==> src/rtl/pr_bridge_if.sv <==
// Processor-side and device-side signal bundle of the pr_bridge.
// The slave modport is the bridge view; the master modport is the CPU/device-model view.
interface pr_bridge_if #(
  parameter int NUM_DEV  = 4,
  parameter int WIN_LOG2 = 2
);
  logic                    PrReq;
  logic                    IOWrite;
  logic [29:0]             PrAddr;
  logic [3:0]              PrBE;
  logic [31:0]             PrWD;
  logic [31:0]             PrRD;
  logic                    PrStall;
  logic                    PrErr;
  logic [NUM_DEV-1:0]      DevSel;
  logic                    DevWe;
  logic [WIN_LOG2-1:0]     DevAddr;
  logic [3:0]              DevBE;
  logic [31:0]             DevWD;
  logic [NUM_DEV*32-1:0]   DevRD;
  logic [NUM_DEV-1:0]      DevRdy;
  logic [NUM_DEV-1:0]      DevIrq;
  logic [5:0]              HWInt;

  modport slave (
    input  PrReq, IOWrite, PrAddr, PrBE, PrWD, DevRD, DevRdy, DevIrq,
    output PrRD, PrStall, PrErr, DevSel, DevWe, DevAddr, DevBE, DevWD, HWInt
  );

  modport master (
    output PrReq, IOWrite, PrAddr, PrBE, PrWD, DevRD, DevRdy, DevIrq,
    input  PrRD, PrStall, PrErr, DevSel, DevWe, DevAddr, DevBE, DevWD, HWInt
  );
endinterface

==> src/rtl/pr_bridge.sv <==
// MEM-stage to peripheral bridge: address decode, ready/wait-state handshake, timeout, stall, IRQ gather.
// Define PR_BRIDGE_IRQ_SYNC_EN to pass DevIrq through a two-flop synchroniser instead of one register.
module pr_bridge #(
  parameter int          NUM_DEV   = 4,
  parameter logic [31:0] BASE_ADDR = 32'h0000_7F00,
  parameter int          WIN_LOG2  = 2,
  parameter int          TIMEOUT   = 16
) (
  input  logic        clk,
  input  logic        rst,
  pr_bridge_if.slave  bus
);

  typedef enum logic [1:0] {ST_IDLE, ST_ACCESS, ST_DONE} state_t;

  localparam logic [29:0] SPAN_WORDS = 30'(NUM_DEV << WIN_LOG2);
  localparam logic [7:0]  LAST_WAIT  = 8'(TIMEOUT - 1);

  state_t                r_state;
  logic [NUM_DEV-1:0]    r_dev_sel;
  logic                  r_dev_we;
  logic [WIN_LOG2-1:0]   r_dev_addr;
  logic [3:0]            r_dev_be;
  logic [31:0]           r_dev_wd;
  logic [7:0]            r_cnt;
  logic [31:0]           r_rdata;
  logic                  r_err;
  logic [NUM_DEV-1:0]    r_irq_sync;

  logic [29:0]           w_off;
  logic                  w_hit;
  logic [2:0]            w_idx;
  logic [NUM_DEV-1:0]    w_dec_sel;
  logic [31:0]           w_rd_data;
  logic                  w_rdy;

  // Word offset from the base; addresses below the base wrap to huge values and miss.
  assign w_off = bus.PrAddr - BASE_ADDR[31:2];
  assign w_hit = (w_off < SPAN_WORDS);
  assign w_idx = 3'(w_off >> WIN_LOG2);

  always_comb begin
    w_dec_sel = '0;
    for (int i = 0; i < NUM_DEV; i++) begin
      w_dec_sel[i] = (w_idx == 3'(i));
    end
  end

  // Only the selected device's data and ready are observed.
  always_comb begin
    w_rd_data = '0;
    w_rdy     = 1'b0;
    for (int i = 0; i < NUM_DEV; i++) begin
      if (r_dev_sel[i]) begin
        w_rd_data = w_rd_data | bus.DevRD[32*i +: 32];
        w_rdy     = w_rdy | bus.DevRdy[i];
      end
    end
  end

  // NOTE: state is assigned with <= so every branch sees pre-edge values; DevSel/DevWe are
  // registers so that reset removes them asynchronously from the devices.
  always_ff @(posedge clk or posedge rst) begin
    if (rst) begin
      r_state    <= ST_IDLE;
      r_dev_sel  <= '0;
      r_dev_we   <= 1'b0;
      r_dev_addr <= '0;
      r_dev_be   <= '0;
      r_dev_wd   <= '0;
      r_cnt      <= '0;
      r_rdata    <= '0;
      r_err      <= 1'b0;
    end else begin
      case (r_state)
        ST_IDLE: begin
          if (bus.PrReq) begin
            if (w_hit) begin
              r_dev_sel  <= w_dec_sel;
              r_dev_we   <= bus.IOWrite;
              r_dev_addr <= w_off[WIN_LOG2-1:0];
              r_dev_be   <= bus.PrBE;
              r_dev_wd   <= bus.PrWD;
              r_cnt      <= '0;
              r_state    <= ST_ACCESS;
            end else begin
              r_err   <= 1'b1;
              r_rdata <= '0;
              r_state <= ST_DONE;
            end
          end
        end
        ST_ACCESS: begin
          if (w_rdy) begin
            r_rdata   <= r_dev_we ? 32'h0 : w_rd_data;
            r_err     <= 1'b0;
            r_dev_sel <= '0;
            r_dev_we  <= 1'b0;
            r_state   <= ST_DONE;
          end else if (r_cnt == LAST_WAIT) begin
            r_rdata   <= '0;
            r_err     <= 1'b1;
            r_dev_sel <= '0;
            r_dev_we  <= 1'b0;
            r_state   <= ST_DONE;
          end else begin
            r_cnt <= r_cnt + 8'd1;
          end
        end
        ST_DONE: begin
          r_rdata <= '0;
          r_err   <= 1'b0;
          r_state <= ST_IDLE;
        end
        default: r_state <= ST_IDLE;
      endcase
    end
  end

`ifdef PR_BRIDGE_IRQ_SYNC_EN
  logic [NUM_DEV-1:0] r_irq_meta;

  always_ff @(posedge clk or posedge rst) begin
    if (rst) begin
      r_irq_meta <= '0;
      r_irq_sync <= '0;
    end else begin
      r_irq_meta <= bus.DevIrq;
      r_irq_sync <= r_irq_meta;
    end
  end
`else
  always_ff @(posedge clk or posedge rst) begin
    if (rst) begin
      r_irq_sync <= '0;
    end else begin
      r_irq_sync <= bus.DevIrq;
    end
  end
`endif

  assign bus.PrStall = bus.PrReq & (r_state != ST_DONE);
  assign bus.PrRD    = r_rdata;
  assign bus.PrErr   = r_err;
  assign bus.DevSel  = r_dev_sel;
  assign bus.DevWe   = r_dev_we;
  assign bus.DevAddr = r_dev_addr;
  assign bus.DevBE   = r_dev_be;
  assign bus.DevWD   = r_dev_wd;
  assign bus.HWInt   = 6'(r_irq_sync);

endmodule

==> src/flat_wrapper.sv <==
// flat-port wrapper written by rule: the top's interface ports become plain ports
module pr_bridge_flat 
#(
  parameter int          NUM_DEV   = 4,
  parameter logic [31:0] BASE_ADDR = 32'h0000_7F00,
  parameter int          WIN_LOG2  = 2,
  parameter int          TIMEOUT   = 16
)
  (clk, rst, bus_PrReq, bus_IOWrite, bus_PrAddr, bus_PrBE, bus_PrWD, bus_DevRD, bus_DevRdy, bus_DevIrq, bus_PrRD, bus_PrStall, bus_PrErr, bus_DevSel, bus_DevWe, bus_DevAddr, bus_DevBE, bus_DevWD, bus_HWInt);
  pr_bridge_if #(.NUM_DEV(NUM_DEV), .WIN_LOG2(WIN_LOG2)) bus_i ();
  input  logic clk;
  input  logic rst;
  input wire logic [$bits(bus_i.PrReq)-1:0] bus_PrReq;
  input wire logic [$bits(bus_i.IOWrite)-1:0] bus_IOWrite;
  input wire logic [$bits(bus_i.PrAddr)-1:0] bus_PrAddr;
  input wire logic [$bits(bus_i.PrBE)-1:0] bus_PrBE;
  input wire logic [$bits(bus_i.PrWD)-1:0] bus_PrWD;
  input wire logic [$bits(bus_i.DevRD)-1:0] bus_DevRD;
  input wire logic [$bits(bus_i.DevRdy)-1:0] bus_DevRdy;
  input wire logic [$bits(bus_i.DevIrq)-1:0] bus_DevIrq;
  output wire logic [$bits(bus_i.PrRD)-1:0] bus_PrRD;
  output wire logic [$bits(bus_i.PrStall)-1:0] bus_PrStall;
  output wire logic [$bits(bus_i.PrErr)-1:0] bus_PrErr;
  output wire logic [$bits(bus_i.DevSel)-1:0] bus_DevSel;
  output wire logic [$bits(bus_i.DevWe)-1:0] bus_DevWe;
  output wire logic [$bits(bus_i.DevAddr)-1:0] bus_DevAddr;
  output wire logic [$bits(bus_i.DevBE)-1:0] bus_DevBE;
  output wire logic [$bits(bus_i.DevWD)-1:0] bus_DevWD;
  output wire logic [$bits(bus_i.HWInt)-1:0] bus_HWInt;
  assign bus_i.PrReq = bus_PrReq;
  assign bus_i.IOWrite = bus_IOWrite;
  assign bus_i.PrAddr = bus_PrAddr;
  assign bus_i.PrBE = bus_PrBE;
  assign bus_i.PrWD = bus_PrWD;
  assign bus_i.DevRD = bus_DevRD;
  assign bus_i.DevRdy = bus_DevRdy;
  assign bus_i.DevIrq = bus_DevIrq;
  assign bus_PrRD = bus_i.PrRD;
  assign bus_PrStall = bus_i.PrStall;
  assign bus_PrErr = bus_i.PrErr;
  assign bus_DevSel = bus_i.DevSel;
  assign bus_DevWe = bus_i.DevWe;
  assign bus_DevAddr = bus_i.DevAddr;
  assign bus_DevBE = bus_i.DevBE;
  assign bus_DevWD = bus_i.DevWD;
  assign bus_HWInt = bus_i.HWInt;
  pr_bridge #(.NUM_DEV(NUM_DEV), .BASE_ADDR(BASE_ADDR), .WIN_LOG2(WIN_LOG2), .TIMEOUT(TIMEOUT)) u_core (.clk(clk), .rst(rst), .bus(bus_i));
endmodule
==> config.mk <==
export PLATFORM = sky130hd
export DESIGN_NAME = pr_bridge_flat
export DESIGN_NICKNAME = d
export VERILOG_FILES = /design/src/rtl/pr_bridge_if.sv /design/src/rtl/pr_bridge.sv /design/src/flat_wrapper.sv
export SDC_FILE = /design/constraint.sdc
export NUM_CORES = 1
export LEC_CHECK = 0
export CAP_MARGIN = 10
export CORE_AREA = 2 2 112 114
export CTS_CLUSTER_DIAMETER = 100
export DETAILED_ROUTE_END_ITERATION = 10
export DIE_AREA = 0 0 114 116
export GPL_ROUTABILITY_DRIVEN = 0
export PLACE_DENSITY = 0.92
export SYNTH_ARGS = -nofsm -noshare
export SYNTH_HDL_FRONTEND = slang
export SYNTH_SLANG_ARGS = --single-unit
==> constraint.sdc <==
create_clock -name clk -period 9.7 [get_ports clk]
set_input_delay 2.91 -clock clk [delete_from_list [all_inputs] [get_ports clk]]
set_output_delay 2.91 -clock clk [all_outputs]
set_load 0.01 [all_outputs]
==> results_tabular.tex <==
\begin{tabular}{lr}
\hline
Metric & Value \\
\hline
\multicolumn{2}{l}{\textbf{Status}} \\
\quad Outcome & complete, no violations \\
\multicolumn{2}{l}{\textbf{Drt}} \\
\quad Length of the first detailed-routing pass in iterations & 4 \\
\quad Via/cell ratio & 5.40 \\
\quad Overall via count from detail\_route & 4107 \\
\quad Routed Wire Length & 14.6 mm \\
\quad Residual antenna-violating net count after detailed routing & 0 \\
\quad Count of unresolved DRC violations after routing & 0 \\
\quad Wire length per cell & 19.2 µm \\
\quad Number of DRC markers after the initial detailed-route iteration & 200 \\
\multicolumn{2}{l}{\textbf{Worst hold path}} \\
\quad Destination of the worst hold path & u\_core.bus.PrRD[7]\$\_DFFE\_PP0P\_ \\
\quad Hold Path Stages & 1 \\
\quad Start point of the worst min-delay path & u\_core.bus.PrRD[7]\$\_DFFE\_PP0P\_ \\
\quad Type of the tightest min-delay check & reg2reg \\
\multicolumn{2}{l}{\textbf{Floorplan}} \\
\quad Count of standard-cell rows & 40 \\
\quad Y dimension of the die & 116 µm \\
\quad Die Width & 114 µm \\
\quad Io pins & 289 \\
\quad Die ar. & 0.0132 mm² \\
\quad Initial Util & 35.3\% \\
\quad Floorplan Core Area & 0.0119 mm² \\
\multicolumn{2}{l}{\textbf{Synth}} \\
\quad Compound-Gate Fraction of Synth Area & 24.6\% \\
\quad Number of standard cells after synthesis & 338 \\
\quad YS warnings & 0 \\
\quad Netlist cell types & 39 \\
\quad EDFF count, synth & 0 \\
\quad XOR/XNOR share of the synthesized area & 0.416\% \\
\quad Basic-gate share of the synthesized area counting and, or, nand and nor cells & 5.85\% \\
\quad Leading register cell type out of synthesis & sky130\_fd\_sc\_hd\_\_dfrtp\_1 \\
\quad Sequential cell area fraction in the yosys report & 53.5\% \\
\quad Combinational family with the most area after synthesis & compound AO/OA/AOI/OAI gates \\
\quad Dominant cell type by area after synthesis & sky130\_fd\_sc\_hd\_\_dfrtp\_1 \\
\quad Post-synthesis sequential element count & 90 \\
\quad Mean instance size in the synthesized netlist & 12.5 µm² \\
\quad Async SR Flop Fraction & 100\% \\
\quad Fraction of post-synthesis cell area in the top cell type by area & 53.5\% \\
\quad Share of cell area taken by muxes after synthesis & 11.5\% \\
\quad Adder-cell share of the synthesized area & 0.297\% \\
\quad Post-Synthesis Cell Area & 0.00421 mm² \\
\quad Leading post-synthesis cells by cell area & sky130\_fd\_sc\_hd\_\_dfrtp\_1 (53\%), sky130\_fd\_sc\_hd\_\_mux2\_2 (11\%), sky130\_fd\_sc\_hd\_\_a22o\_1 (7.1\%) \\
\multicolumn{2}{l}{\textbf{Clock tree}} \\
\quad Clock-pin transition on the worst setup and hold timing paths & 0.06 ns \\
\quad Buffer cell driving the clock tree root & sky130\_fd\_sc\_hd\_\_clkbuf\_16 \\
\quad Clk buf depth & 2 \\
\quad Gates resized, CTS repair & 0 \\
\quad Clock latency on the worst-skew pair & 0.34 ns \\
\quad Number of setup buffers added after CTS & 0 \\
\quad Count of hold buffers inserted by post-cts repair & 0 \\
\quad Sink Count & 90 \\
\quad TritonCTS clock tree & yes \\
\quad Maximum level of the CTS H-tree & 3 \\
\quad CTS buffer count & 9 \\
\multicolumn{2}{l}{\textbf{Worst setup path}} \\
\quad Type of element launching the critical path & input pin \\
\quad Critical Path Most Common Cell & sky130\_fd\_sc\_hd\_\_clkdlybuf4s50\_1 \\
\quad Biggest cell delay along the critical path & 0.56 ns \\
\quad Ordered list of cells on the worst path & clkdlybuf4s50\_1 > inv\_1 > a21oi\_1 > clkdlybuf4s50\_1 \\
\quad R2R cell count & 5 \\
\quad Type of element capturing the critical path & primary output \\
\quad Slack of the worst reg-to-reg path & 6.31 ns \\
\quad Crit path max fanout & 4 \\
\quad Origin of the critical flop-to-flop path & u\_core.bus.DevSel[3]\$\_DFFE\_PP0P\_ \\
\quad Worst R2R End & u\_core.bus.PrRD[3]\$\_DFFE\_PP0P\_ \\
\quad Largest delay contributor family on the critical path & buffers and inverters \\
\quad Total buffers and inverters traversed by the critical path & 3 \\
\quad Critical path type & in2out \\
\quad Critical path arrival & 4.23 ns \\
\quad Critical-path top delay cell & sky130\_fd\_sc\_hd\_\_clkdlybuf4s50\_1 \\
\quad Critical path data required time & 6.79 ns \\
\multicolumn{2}{l}{\textbf{STA}} \\
\quad TNS Setup & 0 ns \\
\quad Actual transition at the worst max-transition pin & 1.24 ns \\
\quad Final worst path period share & 73.6\% \\
\quad Worst-case setup margin in the final layout & 2.56 ns \\
\quad RSZ-0062 raised after global routing & false \\
\quad Largest clock skew in the final design & 0.00560 ns \\
\quad Minimum clock period & 7.14 ns \\
\quad Max-slew violations & 0 \\
\quad Maximum achievable frequency & 140 MHz \\
\quad Final Hold Slack & 0.487 ns \\
\quad Final Hold Violating Endpoints & 0 \\
\quad Worst relative slew slack & 17.5\% \\
\quad Setup-violating endpoint count in the final report & 0 \\
\multicolumn{2}{l}{\textbf{Power and ir drop}} \\
\quad Leakage & 3.05 nW \\
\quad Power density over cell area & 111 mW/mm² \\
\quad Overall power consumption & 834 µW \\
\quad Peak supply drop & 0.0992 mV \\
\multicolumn{2}{l}{\textbf{Cells and area}} \\
\quad Most common cell after layout, fill and taps aside & sky130\_fd\_sc\_hd\_\_clkdlybuf4s50\_1 \\
\quad Final core area utilization & 62.9\% \\
\quad Highest-count cells in the layout ignoring fill and taps & sky130\_fd\_sc\_hd\_\_clkdlybuf4s50\_1 (286), sky130\_fd\_sc\_hd\_\_dfrtp\_1 (90), sky130\_fd\_sc\_hd\_\_mux2\_2 (41) \\
\quad Filler Cells Inserted & 888 \\
\quad Growth of design area from synthesis to finish & 77.9\% \\
\quad Area of all placed cells without fillers & 0.00749 mm² \\
\quad Fraction of layout instances using a drive strength above 1 & 10.8\% \\
\quad Number of nets in the layout & 815 \\
\quad Count of non-filler cells in the finished layout & 761 \\
\multicolumn{2}{l}{\textbf{GRT}} \\
\quad Global-route total usage across every layer & 21.6\% \\
\quad Wire length of the first global-routing pass & 22.3 mm \\
\quad Via count of the first global-routing pass & 4353 \\
\quad Maximum number of pins on one net before global-route repair & 91 \\
\quad Final global-route overflow total & 0 \\
\quad Antenna violations before repair & 1 \\
\multicolumn{2}{l}{\textbf{Place}} \\
\quad Pre-CTS setup slack & 2.58 ns \\
\quad Buffers on Ports & 286 \\
\quad Final HPWL from detailed placement & 10.9 mm \\
\quad Total placed instance area & 0.00716 mm² \\
\quad DP Cell Count & 743 \\
\multicolumn{2}{l}{\textbf{Run}} \\
\quad Number of maximum-capacitance constraint violations & 0 \\
\hline
\end{tabular}
-- power breakdown --
part	internal, mW	leakage (nW)	total, mW	switching (mW)
clock	0.207	0.149	0.350	0.143
combinational	0.0776	1.66	0.105	0.0274
sequential	0.377	1.24	0.379	0.00204
-- worst max path at each step --
stage / start / end / slack (ns) / depth (start not counted)
finish: bus_PrReq / bus_PrStall / 2.56 / 4
global route: bus_PrReq / bus_PrStall / 2.50 / 4
CTS: bus_PrReq / bus_PrStall / 2.56 / 4
detailed placement: bus_PrReq / bus_PrStall / 2.58 / 4
global placement: bus_PrReq / bus_PrStall / 2.60 / 4
floorplan: bus_PrReq / bus_PrStall / 3.65 / 2
-- registers in the layout, indices dropped and copies added (netlist names) --
name                count
u_core.bus.DevSel       4
u_core.bus.DevWD       32
u_core.bus.DevAddr      2
u_core.bus.DevWe        1
u_core.bus.PrRD        32
u_core.r_cnt            8
u_core.r_state          2
u_core.bus.DevBE        4
u_core.r_irq_sync       4
u_core.bus.PrErr        1
-- Yosys cell counts, drive strengths merged (2+ instances only) --
cell	count
a211oi	2
a21o	3
a21oi	4
a221oi	33
a22o	34
a32o	5
buf	11
clkbuf	21
dfrtp	90
inv	7
mux2	42
nand2	5
nand3	5
nand4	4
nor2	9
nor2b	5
nor4	4
o21ai	2
o2bb2ai	32
or4	4
xor2	2
-- logic make-up after synthesis --
group | after synthesis
multiplexers | 43
flip-flops | 90
XOR/XNOR | 2
AND/OR/NAND/NOR | 43
buffers and inverters | 39
other | 1
adder cells (fa/ha/maj) | 1
AO/OA/AOI/OAI | 119
-- routing by layer --
| layer | GRT usage (%) | wire, µm | up-vias |
|---|---|---|---|
| li1 | - | - | 1891 |
| met1 | 24.3 | 5540 | 1972 |
| met2 | 37.5 | 7240 | 210 |
| met3 | 7.11 | 1400 | 34 |
| met4 | 9.51 | 417 | 0 |
| met5 | 0 | 0 | - |
-- layout make-up --
class                   instances  area (µm²)  area share, %
flip-flops and latches         90        2250           30.1
multi-input cells             210        1810           24.1
inverters                       7        28.8          0.384
clock inverters                 6        65.1          0.868
diodes                          1        2.50         0.0334
repair buffers                290        2910           38.9
clock buffers                  10         239           3.19
well taps                     147         184           2.45
-- worst reg2reg max path: cells and delay by family (launching register included) --
kind            cells  cell delay (ns)
compound gates      5             2.49
flops               1             0.81
No activity file was read; power rests on OpenSTA's default activity.
==> RTL change, RTL diff (same flow settings) <==
The option `PR_BRIDGE_IRQ_SYNC_EN` is turned on by a define.
--- a/src/rtl/pr_bridge.sv
+++ b/src/rtl/pr_bridge.sv
@@ -1,5 +1,7 @@
 // MEM-stage to peripheral bridge: address decode, ready/wait-state handshake, timeout, stall, IRQ gather.
 // Define PR_BRIDGE_IRQ_SYNC_EN to pass DevIrq through a two-flop synchroniser instead of one register.
+`define PR_BRIDGE_IRQ_SYNC_EN
+
 module pr_bridge #(
   parameter int          NUM_DEV   = 4,
   parameter logic [31:0] BASE_ADDR = 32'h0000_7F00,
Formal check against the unedited RTL: not equivalent (Yosys sat finds a counterexample within 4 cycles, from zero or initial values and one cycle with rst high).
==> RTL change against the unedited design <==
Via count is 3.8% higher; count of clock-buffer cells in the layout increased by 3; core utilization is 2.4 points higher; power is 1.4% higher; worst setup slack better by 0.14 ns; synthesized cell count rose by 6.5%; cell area increased by 3.9%; non-clock buffer count rose by 2; synthesized area grew 8.5%; sequential cell count increased by 4; wire length is 4.7% higher; critical endpoint unchanged.
==> RTL change: results (changes against the unedited design) <==
\begin{tabular}{lr}
\hline
Metric & Value \\
\hline
\multicolumn{2}{l}{\textbf{GRT}} \\
\quad GR Util met2 & 0.404 (was 0.375) \\
\quad GR Util met1 & 0.246 (was 0.243) \\
\quad First-pass GRT wire length & 23100 um (was 22300 um) \\
\quad Total GRT Usage & 0.225 (was 0.216) \\
\quad Number of global-route vias before repair & 4619 (was 4353) \\
\quad Maximum number of pins on one net before global-route repair & 95 (was 91) \\
\multicolumn{2}{l}{\textbf{STA}} \\
\quad Worst Skew & 0.00607 ns (was 0.00560 ns) \\
\quad Headroom to the max-slew limit & 0.180 (was 0.175) \\
\multicolumn{2}{l}{\textbf{Synth}} \\
\quad Biggest area contributors in the synthesized netlist & dfrtp\_1 51\%, mux2\_4 11\%, o2bb2ai\_1 7.1\% (was dfrtp\_1 53\%, mux2\_2 11\%, a22o\_1 7.1\%) \\
\quad Mux share of post-synthesis cell area & 0.126 (was 0.115) \\
\quad Xor-xnor portion of the synthesized cell area & 0.0115 (was 0.00416) \\
\quad Proportion of synthesized chip area in sequential cells & 0.515 (was 0.535) \\
\quad Adder-cell share of the synthesized area & 0.00274 (was 0.00297) \\
\multicolumn{2}{l}{\textbf{Finish}} \\
\quad Fraction of layout cells with a size suffix above 1 & 0.114 (was 0.108) \\
\quad Diodes inserted & 0 (was 1) \\
\quad NumNets Final & 840 (was 815) \\
\multicolumn{2}{l}{\textbf{Pwr}} \\
\quad Maximum vdd drop & 65.0 uV (was 99.2 uV) \\
\quad P\_leak & 0.00316 uW (was 0.00305 uW) \\
\multicolumn{2}{l}{\textbf{Placement}} \\
\quad Pre-CTS setup slack & 2.72 ns (was 2.58 ns) \\
\quad Dpl hpwl & 11500 um (was 10900 um) \\
\multicolumn{2}{l}{\textbf{Route}} \\
\quad Detailed route wirelength on metal3 & 1500 um (was 1400 um) \\
\quad Drt first pass iters & 5 (was 4) \\
\quad Met2 WL post-DR & 7620 um (was 7240 um) \\
\quad Overall via count from detail\_route & 4263 (was 4107) \\
\multicolumn{2}{l}{\textbf{Critical path}} \\
\quad Arrival time of the worst setup path & 4.09 ns (was 4.23 ns) \\
\quad Setup slack of the worst register-to-register path & 6.70 ns (was 6.31 ns) \\
\quad R2R Path End & u\_core.bus.PrRD[9]\$\_DFFE\_PP0P\_ (was u\_core.bus.PrRD[3]\$\_DFFE\_PP0P\_) \\
\multicolumn{2}{l}{\textbf{Status}} \\
\quad Outcome & finished, final reports clean (unchanged) \\
\multicolumn{2}{l}{\textbf{Min path}} \\
\quad Hold Path End & u\_core.r\_irq\_sync[0]\$\_DFF\_PP0\_ (was u\_core.bus.PrRD[7]\$\_DFFE\_PP0P\_) \\
\hline
\end{tabular}
[RTL change: per-stage QoR]
stage          area (um^2)  hold WS, ns  std cells  power, uW   util
2_1_floorplan         4570        0.331        361        421      -
3_3_place_gp          7470        0.332        768        511  0.627
3_5_place_dp          7470        0.335        768        514  0.627
4_1_cts               7760        0.349        784        851  0.652
5_1_grt               7780        0.364        785        874  0.653
6_report              7780        0.347        785        845  0.653
[RTL change: final cells by class]
type                            instances  area, um^2
Inverter                                7        28.8
Clock buffer                           13         270
Fill cell                             895        4130
Tap cell                              147         184
Sequential cell                        94        2350
Timing Repair Buffer                  292        2920
Clock inverter                          3        17.5
Multi-Input combinational cell        229        2010
[RTL change: power by group]
part | internal [uW] | leakage, uW | total (uW) | switching [uW]
sequential | 394 | 0.00128 | 395 | 1.12
clock | 194 | 0.000142 | 337 | 143
combinational | 80.0 | 0.00174 | 112 | 32.4
[RTL change: worst max-delay path, stage by stage]
cell and delay (ns):
clkdlybuf4s50_1 0.49, nor2b_1 0.15, clkdlybuf4s50_1 0.54
